File: config.mk
export PLATFORM = sky130hd
export DESIGN_NAME = mossbauer_gate_sequencer_flat
export DESIGN_NICKNAME = d
export VERILOG_FILES = /design/src/rtl/mossbauer_gate_sequencer_if.sv /design/src/rtl/mossbauer_gate_sequencer.sv /design/src/flat_wrapper.sv
export SDC_FILE = /design/constraint.sdc
export NUM_CORES = 1
export LEC_CHECK = 0
export CAP_MARGIN = 40
export CORE_MARGIN = 3
export CORE_UTILIZATION = 30
export DETAILED_ROUTE_END_ITERATION = 16
export RECOVER_POWER = 50
export SLEW_MARGIN = 30
export SYNTH_ARGS = -nofsm -noshare
export SYNTH_HDL_FRONTEND = slang
export SYNTH_SLANG_ARGS = --single-unit
File: constraint.sdc
create_clock -name clk -period 3 [get_ports clk]
set_input_delay 0.75 -clock clk [delete_from_list [all_inputs] [get_ports clk]]
set_output_delay 0.75 -clock clk [all_outputs]
set_load 0.01 [all_outputs]
File: src/rtl/mossbauer_gate_sequencer_if.sv
// Mossbauer gate sequencer bus: drive-level/detector inputs and gate/count outputs.
interface mossbauer_gate_sequencer_if #(
    parameter int DW = 8,
    parameter int CW = 16
);
    logic          enable;
    logic          clear;
    logic [DW-1:0] drive;
    logic          drive_valid;
    logic          rf2;
    logic          gate1;
    logic          gate2;
    logic          c1;
    logic          c2;
    logic          win_done;
    logic          win_ch;
    logic [CW-1:0] win_cnt;
    logic [CW-1:0] cnt1;
    logic [CW-1:0] cnt2;
    logic [1:0]    state;

    // Sampler / test side: supplies drive samples and detector pulses.
    modport master (
        output enable, clear, drive, drive_valid, rf2,
        input  gate1, gate2, c1, c2, win_done, win_ch, win_cnt, cnt1, cnt2, state
    );

    // Sequencer side.
    modport slave (
        input  enable, clear, drive, drive_valid, rf2,
        output gate1, gate2, c1, c2, win_done, win_ch, win_cnt, cnt1, cnt2, state
    );
endinterface

File: src/rtl/mossbauer_gate_sequencer.sv
// Mossbauer gate sequencer: opens one coincidence window at a time from drive
// ramp threshold crossings (up through LT -> ch1, down through HT -> ch2),
// enforces a fixed window timeout and counts synchronized rf2 edges per window.
module mossbauer_gate_sequencer #(
    parameter int DW          = 8,
    parameter int LT          = 30,
    parameter int HT          = 60,
    parameter int RESET_COUNT = 20000,
    parameter int TW          = 15,
    parameter int CW          = 16
) (
    input  logic                      clk,
    input  logic                      rst_n,
    mossbauer_gate_sequencer_if.slave bus
);

    typedef enum logic [1:0] {
        ST_IDLE  = 2'd0,
        ST_ARMED = 2'd1,
        ST_OPEN1 = 2'd2,
        ST_OPEN2 = 2'd3
    } state_t;

    localparam logic [DW-1:0] LT_C   = DW'(LT);
    localparam logic [DW-1:0] HT_C   = DW'(HT);
    localparam logic [TW-1:0] T_LAST = TW'(RESET_COUNT - 1);
    localparam logic [TW-1:0] T_ZERO = {TW{1'b0}};
    localparam logic [TW-1:0] T_ONE  = {{(TW-1){1'b0}}, 1'b1};
    localparam logic [CW-1:0] C_ZERO = {CW{1'b0}};
    localparam logic [CW-1:0] C_ONE  = {{(CW-1){1'b0}}, 1'b1};
    localparam logic [CW-1:0] C_MAX  = {CW{1'b1}};

    // Saturating increment shared by the window and accumulated counters.
    function automatic logic [CW-1:0] sat_inc(input logic [CW-1:0] v);
        logic [CW-1:0] r;
        if (v == C_MAX) begin
            r = v;
        end else begin
            r = v + C_ONE;
        end
        return r;
    endfunction

    state_t        state_q, state_d;
    logic [TW-1:0] timer_q, timer_d;
    logic          gl_q, gl_d;
    logic          lh_q, lh_d;
    logic          rf2_meta_q, rf2_sync_q, rf2_prev_q;
    logic [CW-1:0] wcnt_q, wcnt_d;
    logic [CW-1:0] cnt1_q, cnt1_d;
    logic [CW-1:0] cnt2_q, cnt2_d;
    logic          gate1_q, gate1_d;
    logic          gate2_q, gate2_d;
    logic          c1_q, c1_d;
    logic          c2_q, c2_d;
    logic          win_done_q, win_done_d;
    logic          win_ch_q, win_ch_d;
    logic [CW-1:0] win_cnt_q, win_cnt_d;

    logic          gl_s, lh_s, evt1_s, evt2_s;
    logic          timeout_s, open_s, rf2_edge_s, cnt_edge_s;
    logic          close_s, entry_s;
    logic [CW-1:0] wcnt_inc_s;

    assign gl_s       = (bus.drive > LT_C);
    assign lh_s       = (bus.drive < HT_C);
    assign evt1_s     = bus.drive_valid & ~gl_q & gl_s;
    assign evt2_s     = bus.drive_valid & ~lh_q & lh_s;
    assign timeout_s  = (timer_q == T_LAST);
    assign open_s     = (state_q == ST_OPEN1) || (state_q == ST_OPEN2);
    assign rf2_edge_s = rf2_sync_q & ~rf2_prev_q;
    assign cnt_edge_s = rf2_edge_s & open_s;

    // Two-flop synchronizer plus delay stage for rf2 rising-edge detection.
    always_ff @(posedge clk or negedge rst_n) begin
        if (!rst_n) begin
            rf2_meta_q <= 1'b0;
            rf2_sync_q <= 1'b0;
            rf2_prev_q <= 1'b0;
        end else begin
            rf2_meta_q <= bus.rf2;
            rf2_sync_q <= rf2_meta_q;
            rf2_prev_q <= rf2_sync_q;
        end
    end

    // FSM state register.
    always_ff @(posedge clk or negedge rst_n) begin
        if (!rst_n) begin
            state_q <= ST_IDLE;
        end else begin
            state_q <= state_d;
        end
    end

    // FSM next state: disable dominates, then preemption, then window close.
    always_comb begin
        state_d = state_q;
        case (state_q)
            ST_IDLE: begin
                if (bus.enable) begin
                    state_d = ST_ARMED;
                end else begin
                    state_d = ST_IDLE;
                end
            end
            ST_ARMED: begin
                if (!bus.enable) begin
                    state_d = ST_IDLE;
                end else if (evt1_s) begin
                    state_d = ST_OPEN1;
                end else if (evt2_s) begin
                    state_d = ST_OPEN2;
                end else begin
                    state_d = ST_ARMED;
                end
            end
            ST_OPEN1: begin
                if (!bus.enable) begin
                    state_d = ST_IDLE;
                end else if (evt2_s) begin
                    state_d = ST_OPEN2;
                end else if (timeout_s || (bus.drive_valid && !gl_s)) begin
                    state_d = ST_ARMED;
                end else begin
                    state_d = ST_OPEN1;
                end
            end
            ST_OPEN2: begin
                if (!bus.enable) begin
                    state_d = ST_IDLE;
                end else if (evt1_s) begin
                    state_d = ST_OPEN1;
                end else if (timeout_s || (bus.drive_valid && !lh_s)) begin
                    state_d = ST_ARMED;
                end else begin
                    state_d = ST_OPEN2;
                end
            end
            default: begin
                state_d = ST_IDLE;
            end
        endcase
    end

    // Output/datapath next values: timer, counters, gates and window report.
    always_comb begin
        close_s    = open_s && (state_d != state_q);
        entry_s    = ((state_d == ST_OPEN1) || (state_d == ST_OPEN2)) && (state_d != state_q);
        wcnt_inc_s = cnt_edge_s ? sat_inc(wcnt_q) : wcnt_q;

        if (bus.drive_valid) begin
            gl_d = gl_s;
            lh_d = lh_s;
        end else begin
            gl_d = gl_q;
            lh_d = lh_q;
        end

        if (entry_s) begin
            timer_d = T_ZERO;
        end else if ((state_d == ST_OPEN1) || (state_d == ST_OPEN2)) begin
            timer_d = timer_q + T_ONE;
        end else begin
            timer_d = T_ZERO;
        end

        if (entry_s) begin
            wcnt_d = C_ZERO;
        end else if (open_s) begin
            wcnt_d = wcnt_inc_s;
        end else begin
            wcnt_d = wcnt_q;
        end

        if (bus.clear) begin
            cnt1_d = C_ZERO;
        end else if (cnt_edge_s && (state_q == ST_OPEN1)) begin
            cnt1_d = sat_inc(cnt1_q);
        end else begin
            cnt1_d = cnt1_q;
        end

        if (bus.clear) begin
            cnt2_d = C_ZERO;
        end else if (cnt_edge_s && (state_q == ST_OPEN2)) begin
            cnt2_d = sat_inc(cnt2_q);
        end else begin
            cnt2_d = cnt2_q;
        end

        gate1_d    = (state_d == ST_OPEN1);
        gate2_d    = (state_d == ST_OPEN2);
        c1_d       = gate1_q & rf2_sync_q;
        c2_d       = gate2_q & rf2_sync_q;
        win_done_d = close_s;

        if (close_s) begin
            win_ch_d  = (state_q == ST_OPEN2);
            win_cnt_d = wcnt_inc_s;
        end else begin
            win_ch_d  = win_ch_q;
            win_cnt_d = win_cnt_q;
        end
    end

    // Datapath and output registers; comparator history resets to "above LT, not below HT".
    always_ff @(posedge clk or negedge rst_n) begin
        if (!rst_n) begin
            timer_q    <= T_ZERO;
            gl_q       <= 1'b1;
            lh_q       <= 1'b0;
            wcnt_q     <= C_ZERO;
            cnt1_q     <= C_ZERO;
            cnt2_q     <= C_ZERO;
            gate1_q    <= 1'b0;
            gate2_q    <= 1'b0;
            c1_q       <= 1'b0;
            c2_q       <= 1'b0;
            win_done_q <= 1'b0;
            win_ch_q   <= 1'b0;
            win_cnt_q  <= C_ZERO;
        end else begin
            timer_q    <= timer_d;
            gl_q       <= gl_d;
            lh_q       <= lh_d;
            wcnt_q     <= wcnt_d;
            cnt1_q     <= cnt1_d;
            cnt2_q     <= cnt2_d;
            gate1_q    <= gate1_d;
            gate2_q    <= gate2_d;
            c1_q       <= c1_d;
            c2_q       <= c2_d;
            win_done_q <= win_done_d;
            win_ch_q   <= win_ch_d;
            win_cnt_q  <= win_cnt_d;
        end
    end

    assign bus.gate1    = gate1_q;
    assign bus.gate2    = gate2_q;
    assign bus.c1       = c1_q;
    assign bus.c2       = c2_q;
    assign bus.win_done = win_done_q;
    assign bus.win_ch   = win_ch_q;
    assign bus.win_cnt  = win_cnt_q;
    assign bus.cnt1     = cnt1_q;
    assign bus.cnt2     = cnt2_q;
    assign bus.state    = state_q;

endmodule

File: src/flat_wrapper.sv
// flat-port wrapper written by rule: the top's interface ports become plain ports
module mossbauer_gate_sequencer_flat 
#(
    parameter int DW          = 8,
    parameter int LT          = 30,
    parameter int HT          = 60,
    parameter int RESET_COUNT = 20000,
    parameter int TW          = 15,
    parameter int CW          = 16
)
  (clk, rst_n, bus_enable, bus_clear, bus_drive, bus_drive_valid, bus_rf2, bus_gate1, bus_gate2, bus_c1, bus_c2, bus_win_done, bus_win_ch, bus_win_cnt, bus_cnt1, bus_cnt2, bus_state);
  mossbauer_gate_sequencer_if #(.DW(DW), .CW(CW)) bus_i ();
  input  logic clk;
  input  logic rst_n;
  input wire logic [$bits(bus_i.enable)-1:0] bus_enable;
  input wire logic [$bits(bus_i.clear)-1:0] bus_clear;
  input wire logic [$bits(bus_i.drive)-1:0] bus_drive;
  input wire logic [$bits(bus_i.drive_valid)-1:0] bus_drive_valid;
  input wire logic [$bits(bus_i.rf2)-1:0] bus_rf2;
  output wire logic [$bits(bus_i.gate1)-1:0] bus_gate1;
  output wire logic [$bits(bus_i.gate2)-1:0] bus_gate2;
  output wire logic [$bits(bus_i.c1)-1:0] bus_c1;
  output wire logic [$bits(bus_i.c2)-1:0] bus_c2;
  output wire logic [$bits(bus_i.win_done)-1:0] bus_win_done;
  output wire logic [$bits(bus_i.win_ch)-1:0] bus_win_ch;
  output wire logic [$bits(bus_i.win_cnt)-1:0] bus_win_cnt;
  output wire logic [$bits(bus_i.cnt1)-1:0] bus_cnt1;
  output wire logic [$bits(bus_i.cnt2)-1:0] bus_cnt2;
  output wire logic [$bits(bus_i.state)-1:0] bus_state;
  assign bus_i.enable = bus_enable;
  assign bus_i.clear = bus_clear;
  assign bus_i.drive = bus_drive;
  assign bus_i.drive_valid = bus_drive_valid;
  assign bus_i.rf2 = bus_rf2;
  assign bus_gate1 = bus_i.gate1;
  assign bus_gate2 = bus_i.gate2;
  assign bus_c1 = bus_i.c1;
  assign bus_c2 = bus_i.c2;
  assign bus_win_done = bus_i.win_done;
  assign bus_win_ch = bus_i.win_ch;
  assign bus_win_cnt = bus_i.win_cnt;
  assign bus_cnt1 = bus_i.cnt1;
  assign bus_cnt2 = bus_i.cnt2;
  assign bus_state = bus_i.state;
  mossbauer_gate_sequencer #(.DW(DW), .LT(LT), .HT(HT), .RESET_COUNT(RESET_COUNT), .TW(TW), .CW(CW)) u_core (.clk(clk), .rst_n(rst_n), .bus(bus_i));
endmodule
# [Word-level counts from Yosys, hierarchy flattened]
# Cells that the tools add are included.
[totals] ff_bits=92 word_cells=87 inputBits=14 output_inout_bits=56
[op_classes] add_sub_neg=4 n_eq_ne=12 mux=23 reduce_logical=18 n_lt_le_gt_ge=2 bitwise=11
[ops] op="$mux W16" count=10
[ops] op="$add A16 B1 Y16 const B" count=3
[ops] op="$eq A16 B16 Y1 const B" count=3
[ops] op="$mux W15" count=2
[ops] op="$mux W2" count=9
[ops] op="$add A15 B1 Y15 const B" count=1
[ops] op="$eq A15 B15 Y1 const B" count=1
[ops] op="$and A1 B1 Y1" count=8
[ops] op="$eq A2 B2 Y1 const B" count=4
[ops] op="$gt A8 B5 Y1 const B" count=1
[ops] op="$lt A8 B6 Y1 const B" count=1
[ops] op="$pmux W2 S4" count=1
[ops] op="$logic_and A1 B1 Y1" count=6
[ops] op="$reduce_bool A2 Y1" count=3
[ops] op="$logic_or A1 B1 Y1" count=4
[ops] op="$ne A2 B2 Y1 const B" count=2
[ops] op="$reduce_and A2 Y1" count=2
[ops] op="$not A1 Y1" count=3
[ops] op="$eq A2 B1 Y1 const B" count=1
[ops] op="$logic_not A1 Y1" count=2
[ops] op="$logic_not A2 Y1" count=1
[ops] op="$ne A2 B2 Y1" count=1
[ops] op="$mux W1" count=1

# [Longest topological paths before layout]
# Gate-level depths: netlist of the first run.
[depth] ltp_word=12 depth_mapped=9 mapped_depth_nobuf=8

# [Worst setup path before layout of the first run]
# OpenSTA, ideal clock, no wires.
[synth_path] path_kind="input to register" startpoint="input bus_drive[5]" endpoint="register u_core.win_ch_q, in the netlist u_core.bus.win_ch" path_buffers=0 cell_stages=6 setup_ns=0.125 t_required_ns=2.875 slack_ns=0.651 t_arrival_ns=2.224 path_cell_list="nor3_2 o21ai_2 a21oi_2 a211oi_4 o31ai_4 mux2_2"
[synth_between] elab_chain_len=10 elab_cells_between_ends=22 classes_between="order compare (2); eq/ne (1); mux (10); bitwise (2); reduce/logical (7)"
[synth_lines] item="start: declaration" line="flat_wrapper.sv:17" source="input wire logic [$bits(bus_i.drive)-1:0] bus_drive;"
[synth_lines] item="$gt A8 B5 Y1 or $lt A8 B6 Y1 (tied branches)" line="mossbauer_gate_sequencer.sv:65, mossbauer_gate_sequencer.sv:66"
[synth_lines] item="$logic_not A1 Y1 (on tied branches)" line="mossbauer_gate_sequencer.sv:123, mossbauer_gate_sequencer.sv:134"
[synth_lines] item="$logic_and A1 B1 Y1 (on tied branches)" line="mossbauer_gate_sequencer.sv:123, mossbauer_gate_sequencer.sv:134"
[synth_lines] item="$logic_or A1 B1 Y1 (on tied branches)" line="mossbauer_gate_sequencer.sv:123, mossbauer_gate_sequencer.sv:134"
[synth_lines] item="$mux W2 (on tied branches)" line="mossbauer_gate_sequencer.sv:123, mossbauer_gate_sequencer.sv:134"
[synth_lines] item="$mux W2 (on tied branches)" line="mossbauer_gate_sequencer.sv:121, mossbauer_gate_sequencer.sv:132"
[synth_lines] item="$mux W2 (on tied branches)" line="mossbauer_gate_sequencer.sv:119, mossbauer_gate_sequencer.sv:130"
[synth_lines] item="$pmux W2 S4 *" line="mossbauer_gate_sequencer.sv:99" source="case (state_q)"
[synth_lines] item="$ne A2 B2 Y1 *" line="mossbauer_gate_sequencer.sv:148" source="close_s = open_s && (state_d != state_q);"
[synth_lines] item="$logic_and A1 B1 Y1 *" line="mossbauer_gate_sequencer.sv:148"
[synth_lines] item="end signal: assignment" line="mossbauer_gate_sequencer.sv:235" source="win_ch_q <= win_ch_d;"
[synth_lines] item="end: declaration" line="mossbauer_gate_sequencer.sv:57" source="logic win_ch_q, win_ch_d;"
# Every way passes the cells marked *; elsewhere a longest branch is shown, timed or not.
# A chain may end at the register's enable or synchronous reset.

# [Final worst setup path of the first run]
[layout_path] startpoint="input bus_drive[5]" endpoint="register u_core.win_cnt_q[0], in the netlist u_core.bus.win_cnt[0]"
[layout_between] elab_chain_len=10 elab_cells_between_ends=22 classes_between="order compare (2); eq/ne (1); mux (10); bitwise (2); reduce/logical (7)"
[layout_lines] item="$gt A8 B5 Y1 or $lt A8 B6 Y1 (tied branches)" line="mossbauer_gate_sequencer.sv:65, mossbauer_gate_sequencer.sv:66"
[layout_lines] item="$logic_not A1 Y1 (on tied branches)" line="mossbauer_gate_sequencer.sv:123, mossbauer_gate_sequencer.sv:134"
[layout_lines] item="$logic_and A1 B1 Y1 (on tied branches)" line="mossbauer_gate_sequencer.sv:123, mossbauer_gate_sequencer.sv:134"
[layout_lines] item="$logic_or A1 B1 Y1 (on tied branches)" line="mossbauer_gate_sequencer.sv:123, mossbauer_gate_sequencer.sv:134"
[layout_lines] item="$mux W2 (on tied branches)" line="mossbauer_gate_sequencer.sv:123, mossbauer_gate_sequencer.sv:134"
[layout_lines] item="$mux W2 (on tied branches)" line="mossbauer_gate_sequencer.sv:121, mossbauer_gate_sequencer.sv:132"
[layout_lines] item="$mux W2 (on tied branches)" line="mossbauer_gate_sequencer.sv:119, mossbauer_gate_sequencer.sv:130"
[layout_lines] item="$pmux W2 S4 *" line="mossbauer_gate_sequencer.sv:99"
[layout_lines] item="$ne A2 B2 Y1 *" line="mossbauer_gate_sequencer.sv:148"
[layout_lines] item="$logic_and A1 B1 Y1 *" line="mossbauer_gate_sequencer.sv:148"
[layout_lines] item="end signal: assignment" line="mossbauer_gate_sequencer.sv:236" source="win_cnt_q <= win_cnt_d;"
[layout_lines] item="end: declaration" line="mossbauer_gate_sequencer.sv:58" source="logic [CW-1:0] win_cnt_q, win_cnt_d;"
# Marked as above.

==> results.sh, run 1 <==
export IMPL_dp_cells=733
export IMPL_synthToLayoutAreaGrowth_pct=27.3
export IMPL_clk_pin_slew_ns=0.06
export IMPL_crit_path_max_fanout=18
export IMPL_drv_slew=0
export IMPL_start_util=0.308
export IMPL_yosysWarnings=0
export IMPL_n_fill_cell=1514
export IMPL_clk_latency_ns=0.35
export IMPL_clock_sinks=92
export IMPL_ys_top_cells_by_area="dfrtp_1, xor2_1, nor2_1"
export IMPL_io_buffers=69
export IMPL_yosysSeqAreaShare=0.491
export IMPL_synth_cells=455
export IMPL_worst_setup_path_start_kind="input port"
export IMPL_ys_ff_latch=92
export IMPL_clockRootBuffer="clkbuf_16"
export IMPL_fin_tns_setup_ns=0
export IMPL_finalPower_mw=3.16
export IMPL_wl_per_cell_microns=14.6
export IMPL_final_common_cell="dfrtp_1"
export IMPL_crit_arrival_ns=3.02
export IMPL_wirelength_mm=11.0
export IMPL_hp_class="in -> async"
export IMPL_clockPowerShare=0.374
export IMPL_synth_edff_count=0
export IMPL_synth_cell_area_sq_um=4690
export IMPL_netSwitchingFraction=0.267
export IMPL_p_leak_nw=2.50
export IMPL_cts_buffers_inserted=9
export IMPL_cp_required_ns=3.23
export IMPL_synth_top_area_share=0.485
export IMPL_cp_end_kind="register"
export IMPL_post_cts_resized=0
export IMPL_synth_cell_type_count=63
export IMPL_cts_tree="built"
export IMPL_grt_max_degree=85
export IMPL_grt_total_usage=0.138
export IMPL_post_cts_buffers=0
export IMPL_drv_cap=0
export IMPL_p_seq_frac=0.466
export IMPL_setup_ws_ns=0.214
export IMPL_finalSetupViolCount=0
export IMPL_hpwlAfterDp_mm=7.96
export IMPL_cts_buffer_depth=2
export IMPL_pre_cts_ws_ns=0.0328
export IMPL_worstMarginPinSlew_ns=1.17
export IMPL_p_comb_frac=0.160
export IMPL_rsz0062_at_grt="no"
export IMPL_gp_congestion=0.856
export IMPL_drt_iter0_markers=125
export IMPL_outcome="finished clean"
export IMPL_timing_fmax_mhz=359
export IMPL_drc=0
export IMPL_slew_headroom=0.217
export IMPL_dieArea_sq_um=17200
export IMPL_grt_first_pass_wirelength_mm=18.7
export IMPL_viasPerCell=4.89
export IMPL_die_w_microns=131
export IMPL_die_h_microns=131
export IMPL_min_period_ns=2.79
export IMPL_fin_nets=553
export IMPL_grt_pass1_vias=3749
export IMPL_synth_area_per_cell_sq_um=10.3
export IMPL_htree_levels=3
export IMPL_pwr_density_cell_nw_per_um2=529
export IMPL_power_switching_uw=845
export IMPL_synthArstFlopShare=1.00
export IMPL_power_internal_mw=2.32
export IMPL_max_vdd_ir_drop_mv=0.253
export IMPL_synth_ff_type="dfrtp_1"
export IMPL_rr_worst_depth=8
export IMPL_period_share=0.929
export IMPL_antenna_left=0
export IMPL_row_count=45
export IMPL_cts_hold_buf=0
export IMPL_core_area_sq_um=15300
export IMPL_finClkSkew_ns=0.00667
export IMPL_hold_viol=0
export IMPL_grt_overflow=0
export IMPL_boundaryPins=70
export IMPL_synth_nets=473
export IMPL_drtPass1Iterations=4
export IMPL_critical_path_class="in -> reg"
export IMPL_stdcell_count=751
export IMPL_antenna_found_initial=0
export IMPL_yosysTopAreaCell="dfrtp_1"
export IMPL_antenna_cells=0
export IMPL_drive_above_1_share=0.126
export IMPL_dr_total_vias=3676
export IMPL_final_cell_mix="dfrtp_1, nor2_1, clkdlybuf4s50_1, nand2_1, nand3_1"
final cells by class:
| type | count | area (sq um) | area share |
|---|---|---|---|
| Clock buffer | 10 | 239 | 0.0400 |
| Clock inverter | 6 | 71.3 | 0.0119 |
| Inverter | 20 | 75.1 | 0.0126 |
| Multi-Input combinational cell | 330 | 2220 | 0.371 |
| Sequential cell | 92 | 2300 | 0.386 |
| Tap cell | 211 | 264 | 0.0442 |
| Timing Repair Buffer | 82 | 802 | 0.134 |
worst max-delay path: stages:
cell and delay [ns]:
dlygate4sd3_1 0.56, nor3_1 0.34, o21ai_2 0.18, a21oi_2 0.27
a211oi_4 0.12, o31ai_4 0.25, buf_12 0.20, mux2_2 0.34
cell usage after synthesis, types with 5 or more instances:
master    count
and2_1        8
nor2_1       54
inv_1        19
nand3_1      28
nand2_1      32
dfrtp_1      91
a21oi_1      13
mux2_2        9
nor3_1        9
xor2_1       27
nor2_4        9
o21ai_1       6
clkbuf_1      5
and3_1        9
nand4_1      24
mux2i_1      15
xnor2_1      16
o21ai_0      10
path summary, 6_finish.rpt:
check	start	slack, ns	endpoint
min in group clk	u_core.rf2_meta_q$_DFF_PN0_	0.35	u_core.rf2_sync_q$_DFF_PN0_
max in group asynchronous	rst_n	1.12	u_core.timer_q[4]$_DFF_PN0_
min reg2reg	u_core.rf2_meta_q$_DFF_PN0_	0.35	u_core.rf2_sync_q$_DFF_PN0_
min	rst_n	0.31	u_core.bus.win_done$_DFF_PN0_
max reg2reg	u_core.timer_q[0]$_DFF_PN0_	0.63	u_core.bus.win_cnt[0]$_DFFE_PN0P_
max	bus_drive[5]	0.21	u_core.bus.win_cnt[0]$_DFFE_PN0P_
registers in the layout, indices dropped and copies added (netlist names), 2 cells and up:
signal	cells
u_core.bus.cnt1	16
u_core.bus.cnt2	16
u_core.bus.state	2
u_core.bus.win_cnt	16
u_core.timer_q	15
u_core.wcnt_q	16
stage by stage:
stage | util | hold slack, ns | area [sq um]
6_report | 0.391 | 0.314 | 5970
5_1_grt | 0.391 | 0.359 | 5970
4_1_cts | 0.392 | 0.213 | 5980
3_5_place_dp | 0.372 | 0.340 | 5670
3_3_place_gp | 0.372 | 0.335 | 5670
2_1_floorplan | - | 0.331 | 4690
cell families (layout without fill, tap and decap cells):
kind of cell	count (synthesis)	in the layout	share of synthesized area
AO/OA/AOI/OAI	56	56	0.0893
XOR/XNOR	43	43	0.0803
multiplexers	24	24	0.0536
adder cells (fa/ha/maj)	4	4	0.0107
AND/OR/NAND/NOR	203	203	0.240
flip-flops	92	92	0.491
buffers and inverters	33	118	0.0352
routing by layer:
| metal | GRT usage | share of wire |
|---|---|---|
| met5 | 0 | 0 |
| met4 | 0.0490 | 0.017 |
| met3 | 0.0324 | 0.039 |
| met2 | 0.220 | 0.47 |
| met1 | 0.183 | 0.47 |
power by group through the flow:
stage,clock network [mW],registers (mW),logic (mW)
finish,1.18,1.47,0.505
global route,1.27,1.50,0.566
detailed placement,0,1.50,0.541
floorplan,0,1.52,0.199
CTS,1.22,1.48,0.543
global placement,0,1.50,0.534
(Power assumes the default switching activity.)
==> inputs of run 2 (changes only) <==
--- a/config.mk
+++ b/config.mk
@@ -7,9 +7,10 @@
 export LEC_CHECK = 0
 export CAP_MARGIN = 40
 export CORE_MARGIN = 3
-export CORE_UTILIZATION = 30
+export CORE_UTILIZATION = 40
 export DETAILED_ROUTE_END_ITERATION = 16
 export RECOVER_POWER = 50
+export REMOVE_ABC_BUFFERS = 1
 export SLEW_MARGIN = 30
 export SYNTH_ARGS = -nofsm -noshare
 export SYNTH_HDL_FRONTEND = slang
==> run 2 against run 1 <==
Net effect: worst setup slack better by 0.12 ns; maximum frequency grew 4.3%; clock skew up 0.0035 ns; non-clock buffer count grew 1; via count is 1.6% lower; sequential share of layout area grew 0.76 points; sequential power about the same; final cell count is 9.3% lower; design area decreased by 1.9%; clock power down 9%; count of clock-buffer cells in the layout down 1; routed wire length is 4.9% lower.
==> results.sh, run 2 (synthesis results as in run 1) <==
export IMPL_r2r_end="u_core.bus.win_cnt[0]$_DFFE_PN0P_"
export IMPL_drc=0
export IMPL_clockRootBuffer="clkbuf_16"
export IMPL_p_seq_frac=0.484
export IMPL_die_w_microns=114
export IMPL_worst_setup_path_start_kind="input port"
export IMPL_clk_latency_ns=0.35
export IMPL_fin_nets=554
export IMPL_drive_above_1_share=0.126
export IMPL_worstMarginPinSlew_ns=1.19
export IMPL_drv_cap=0
export IMPL_final_common_cell="dfrtp_1"
export IMPL_hold_viol=0
export IMPL_min_period_ns=2.67
export IMPL_cp_num_buf_inv=2
export IMPL_pwr_density_cell_nw_per_um2=519
export IMPL_critical_path_class="in -> reg"
export IMPL_finClkSkew_ns=0.0101
export IMPL_antenna_found_initial=0
export IMPL_fin_tns_setup_ns=0
export IMPL_clk_pin_slew_ns=0.07
export IMPL_post_cts_resized=0
export IMPL_holdWs_ns=0.369
export IMPL_grt_pass1_vias=3576
export IMPL_wirelength_mm=10.5
export IMPL_max_vdd_ir_drop_mv=0.369
export IMPL_viasPerCell=5.31
export IMPL_clock_sinks=92
export IMPL_antenna_cells=0
export IMPL_finalSetupViolCount=0
export IMPL_period_share=0.890
export IMPL_reg2reg_from="u_core.timer_q[0]$_DFF_PN0_"
export IMPL_p_comb_frac=0.165
export IMPL_io_buffers=69
export IMPL_cts_buffers_inserted=9
export IMPL_hpwlAfterDp_mm=7.43
export IMPL_wl_per_cell_microns=15.4
export IMPL_power_switching_uw=830
export IMPL_rsz0062_at_grt="no"
export IMPL_synthToLayoutAreaGrowth_pct=24.9
export IMPL_rr_worst_depth=8
export IMPL_endpoint="u_core.bus.win_cnt[0]$_DFFE_PN0P_"
export IMPL_htree_levels=3
export IMPL_power_internal_mw=2.21
export IMPL_cts_tree="built"
export IMPL_drt_iter0_markers=203
export IMPL_p_leak_nw=2.49
export IMPL_outcome="finished clean"
export IMPL_crit_arrival_ns=2.91
export IMPL_drtPass1Iterations=4
export IMPL_worstSetupStartpoint="bus_drive[5]"
export IMPL_n_fill_cell=1029
export IMPL_cts_buffer_depth=2
export IMPL_core_area_sq_um=11100
export IMPL_drv_slew=0
export IMPL_hp_class="reg -> reg"
export IMPL_boundaryPins=70
export IMPL_grt_first_pass_wirelength_mm=17.8
export IMPL_clockPowerShare=0.350
export IMPL_critical_path_slowest_cell="dlygate4sd3_1"
export IMPL_crit_path_max_fanout=18
export IMPL_grt_total_usage=0.170
export IMPL_slew_headroom=0.208
export IMPL_slowest_delay_ns=0.57
export IMPL_crit_cells=8
export IMPL_dieArea_sq_um=13100
export IMPL_die_h_microns=114
export IMPL_dr_total_vias=3616
export IMPL_multi_input_area_sq_um=2220
export IMPL_post_cts_buffers=0
export IMPL_r2r_setup_slack_ns=0.65
export IMPL_cts_hold_buf=0
export IMPL_regArea_sq_um=2300
export IMPL_grt_overflow=0
export IMPL_path_delay_family="buffers and inverters"
export IMPL_cp_required_ns=3.24
export IMPL_start_util=0.422
export IMPL_row_count=38
export IMPL_path_cells="dlygate4sd3_1 -> nor3_2 -> o211ai_1 -> and4_1 -> a211oi_4 -> o31ai_4 -> buf_12 -> mux2_2"
export IMPL_grt_max_degree=50
export IMPL_netSwitchingFraction=0.273
export IMPL_antenna_left=0
export IMPL_final_cell_mix="dfrtp_1, nor2_1, clkdlybuf4s50_1, nand2_1, nand3_1"
export IMPL_timing_fmax_mhz=374
export IMPL_cp_end_kind="register"
export IMPL_gp_congestion=0.807
## run 2: power groups by stage
stage | Sequential, mW | Clock, mW | Combinational [mW]
after global routing | 1.50 | 1.15 | 0.552
final | 1.47 | 1.07 | 0.502
after global placement | 1.50 | 0 | 0.528
after CTS | 1.48 | 1.10 | 0.537
after detailed placement | 1.50 | 0 | 0.534
after floorplan | 1.53 | 0 | 0.185
## run 2: metal layers
metal,routed length (microns),up-vias,global-route usage
met4,200,0,0.0594
li1,-,1759,-
met1,5080,1766,0.240
met2,4810,77,0.253
met5,0,-,0
met3,368,14,0.0444
## run 2: stage by stage
| stage | cell area (sq um) | total power, mW | std cells | utilization | worst slack, ns |
|---|---|---|---|---|---|
| 6_report | 5860 | 3.04 | 681 | 0.527 | 0.330 |
| 5_1_grt | 5860 | 3.20 | 681 | 0.527 | 0.176 |
| 4_1_cts | 5870 | 3.12 | 680 | 0.528 | 0.424 |
| 3_5_place_dp | 5600 | 2.03 | 664 | 0.503 | 0.0621 |
| 3_3_place_gp | 5590 | 2.02 | 663 | 0.503 | 0.0792 |
| 2_1_floorplan | 4600 | 1.71 | 442 | - | 0.373 |
## run 2: cell type report
class / instances / share of cell area
Inverter: 20 / 0.0128
Clock buffer: 9 / 0.0384
Sequential cell: 92 / 0.393
Timing Repair Buffer: 83 / 0.138
Tap cell: 140 / 0.0299
Clock inverter: 7 / 0.00897
Multi-Input combinational cell: 330 / 0.379
## run 2: worst min path at each step
stage / startpoint / to / cells after the start
6_report: u_core.rf2_meta_q$_DFF_PN0_ / u_core.rf2_sync_q$_DFF_PN0_ / 0
3_5_place_dp: u_core.rf2_meta_q$_DFF_PN0_ / u_core.rf2_sync_q$_DFF_PN0_ / 0
3_3_place_gp: u_core.rf2_meta_q$_DFF_PN0_ / u_core.rf2_sync_q$_DFF_PN0_ / 0
2_1_floorplan: u_core.rf2_meta_q$_DFF_PN0_ / u_core.rf2_sync_q$_DFF_PN0_ / 0
5_1_grt: u_core.rf2_meta_q$_DFF_PN0_ / u_core.rf2_sync_q$_DFF_PN0_ / 0
4_1_cts: u_core.rf2_meta_q$_DFF_PN0_ / u_core.rf2_sync_q$_DFF_PN0_ / 0
==> inputs of run 3 (changes only) <==
--- a/config.mk
+++ b/config.mk
@@ -11,6 +11,7 @@
 export DETAILED_ROUTE_END_ITERATION = 16
 export RECOVER_POWER = 50
 export REMOVE_ABC_BUFFERS = 1
+export SETUP_SLACK_MARGIN = 0.4
 export SLEW_MARGIN = 30
 export SYNTH_ARGS = -nofsm -noshare
 export SYNTH_HDL_FRONTEND = slang
==> run 3 against run 2 <==
Net effect: maximum frequency is 1.8% higher; non-clock buffer count is 12 higher; global-route usage stayed put; die area stayed put; sequential share of layout area is 1.6 points lower; combinational power is 7.2% higher; sequential power hardly changed; clock power hardly changed.
==> results.sh, run 3 (synthesis results as in run 1) <==
export IMPL_antenna_found_initial=0
export IMPL_rr_worst_depth=9
export IMPL_cts_buffers_inserted=9
export IMPL_clk_latency_ns=0.35
export IMPL_final_common_cell="dfrtp_1"
export IMPL_path_cells="dlygate4sd3_1 -> and2b_2 -> a21oi_4 -> a211oi_4 -> o31ai_4 -> buf_12 -> clkbuf_16 -> mux2_2"
export IMPL_row_count=38
export IMPL_cts_hold_buf=0
export IMPL_max_vdd_ir_drop_mv=0.371
export IMPL_dr_total_vias=3703
export IMPL_final_cell_mix="dfrtp_1, nor2_1, clkdlybuf4s50_1, nand2_1"
export IMPL_drive_above_1_share=0.157
export IMPL_stdcell_count=693
export IMPL_grt_total_usage=0.170
export IMPL_slowest_delay_ns=0.64
export IMPL_worst_setup_path_start_kind="input port"
export IMPL_crit_path_max_fanout=8
export IMPL_cts_buffer_depth=2
export IMPL_rsz0062_at_grt="no"
export IMPL_p_leak_nw=2.68
export IMPL_clock_sinks=92
export IMPL_boundaryPins=70
export IMPL_drv_cap=0
export IMPL_grt_overflow=0
export IMPL_clk_pin_slew_ns=0.07
export IMPL_grt_first_pass_wirelength_mm=17.8
export IMPL_fin_nets=566
export IMPL_drt_iter0_markers=189
export IMPL_cts_tree="built"
export IMPL_dieArea_sq_um=13100
export IMPL_grt_pass1_vias=3576
export IMPL_slew_headroom=0.222
export IMPL_setup_ws_ns=0.376
export IMPL_period_share=0.875
export IMPL_holdPathStages=0
export IMPL_critical_path_slowest_cell="dlygate4sd3_1"
export IMPL_viasPerCell=5.34
export IMPL_crit_arrival_ns=2.86
export IMPL_core_area_sq_um=11100
export IMPL_holdCritStartpoint="u_core.rf2_meta_q$_DFF_PN0_"
export IMPL_clockRootBuffer="clkbuf_16"
export IMPL_drtPass1Iterations=4
export IMPL_hpwlAfterDp_mm=7.43
export IMPL_pwr_density_cell_nw_per_um2=505
export IMPL_grt_max_degree=50
export IMPL_htree_levels=3
export IMPL_critical_path_class="in -> reg"
export IMPL_hold_viol=0
export IMPL_cp_required_ns=3.24
export IMPL_die_w_microns=114
export IMPL_fin_tns_setup_ns=0
export IMPL_die_h_microns=114
export IMPL_outcome="finished clean"
export IMPL_start_util=0.422
export IMPL_cp_end_kind="register"
export IMPL_pre_cts_ws_ns=0.0621
export IMPL_drc=0
export IMPL_dp_cells=664
export IMPL_finalPower_mw=3.08
export IMPL_min_period_ns=2.62
export IMPL_timing_fmax_mhz=381
export IMPL_antenna_cells=0
export IMPL_antenna_left=0
export IMPL_finClkSkew_ns=0.00749
export IMPL_r2r_setup_slack_ns=0.55
export IMPL_io_buffers=69
export IMPL_hold_end="u_core.rf2_sync_q$_DFF_PN0_"
export IMPL_r2r_end="u_core.bus.win_cnt[0]$_DFFE_PN0P_"
export IMPL_drv_slew=0
export IMPL_synthToLayoutAreaGrowth_pct=30.2
export IMPL_worstMarginPinSlew_ns=1.17
export IMPL_wl_per_cell_microns=15.7
export IMPL_wirelength_mm=10.9
export IMPL_finalSetupViolCount=0
export IMPL_hp_class="reg -> reg"
export IMPL_gp_congestion=0.807
export IMPL_reg2reg_from="u_core.timer_q[0]$_DFF_PN0_"
[run 3: cell types whose count changed in the layout (fill, tap and decap cells not counted), moves of 2 or more]
cell             change
buf_12               +2
buf_4                +8
mux2_2               -4
dlymetal6s2s_1       +8
clkbuf_16            +2
clkdlybuf4s50_1      -8
mux2_4               +4
[run 3: final cells by class]
cell class / instances / area (sq um)
fillers: 1001 / 5020
flip-flops and latches: 92 / 2300
multi-input cells: 330 / 2290
repair buffers: 95 / 982
clock buffers: 9 / 225
well taps: 140 / 175
inverters: 20 / 75.1
clock inverters: 7 / 52.6
[run 3: worst max-delay path, delay by kind of cell]
family	cells	cell delay (ns)
compound gates	3	0.55
mux	1	0.32
buf+inv	3	0.93
simple gates	1	0.29
[run 3: timing repair]
action	in CTS	in global routing
buffers inserted	0	10
endpoints found under the setup margin	0	30
gates resized for setup	0	24
[run 3: worst max-delay path by stage]
stage,startpoint,to,slack [ns],cells after the start
2_1_floorplan,bus_drive[5],u_core.bus.win_ch$_DFFE_PN0P_,0.37,6
3_3_place_gp,bus_drive[3],u_core.wcnt_q[1]$_DFFE_PN0P_,0.08,8
3_5_place_dp,bus_drive[5],u_core.wcnt_q[11]$_DFFE_PN0P_,0.06,8
4_1_cts,bus_drive[5],u_core.wcnt_q[11]$_DFFE_PN0P_,0.42,8
5_1_grt,bus_drive_valid,u_core.bus.win_cnt[14]$_DFFE_PN0P_,0.31,8
6_report,bus_drive_valid,u_core.bus.win_cnt[8]$_DFFE_PN0P_,0.38,8
[run 3: power breakdown]
part	internal (mW)	switching (mW)
Sequential	1.37	0.101
Combinational	0.296	0.242
Clock	0.566	0.503
[run 3: layer usage]
layer	track usage	wire [microns]
met1	0.240	5060
met3	0.0444	535
met4	0.0594	216
met5	0	0
met2	0.253	5080
[run 3: metrics by stage]
stage / area (sq um) / hold WS (ns) / util
after floorplan: 4600 / 0.331 / -
after global placement: 5590 / 0.348 / 0.503
after detailed placement: 5600 / 0.363 / 0.503
after CTS: 5870 / 0.378 / 0.528
after global routing: 6110 / 0.375 / 0.549
final: 6110 / 0.368 / 0.549
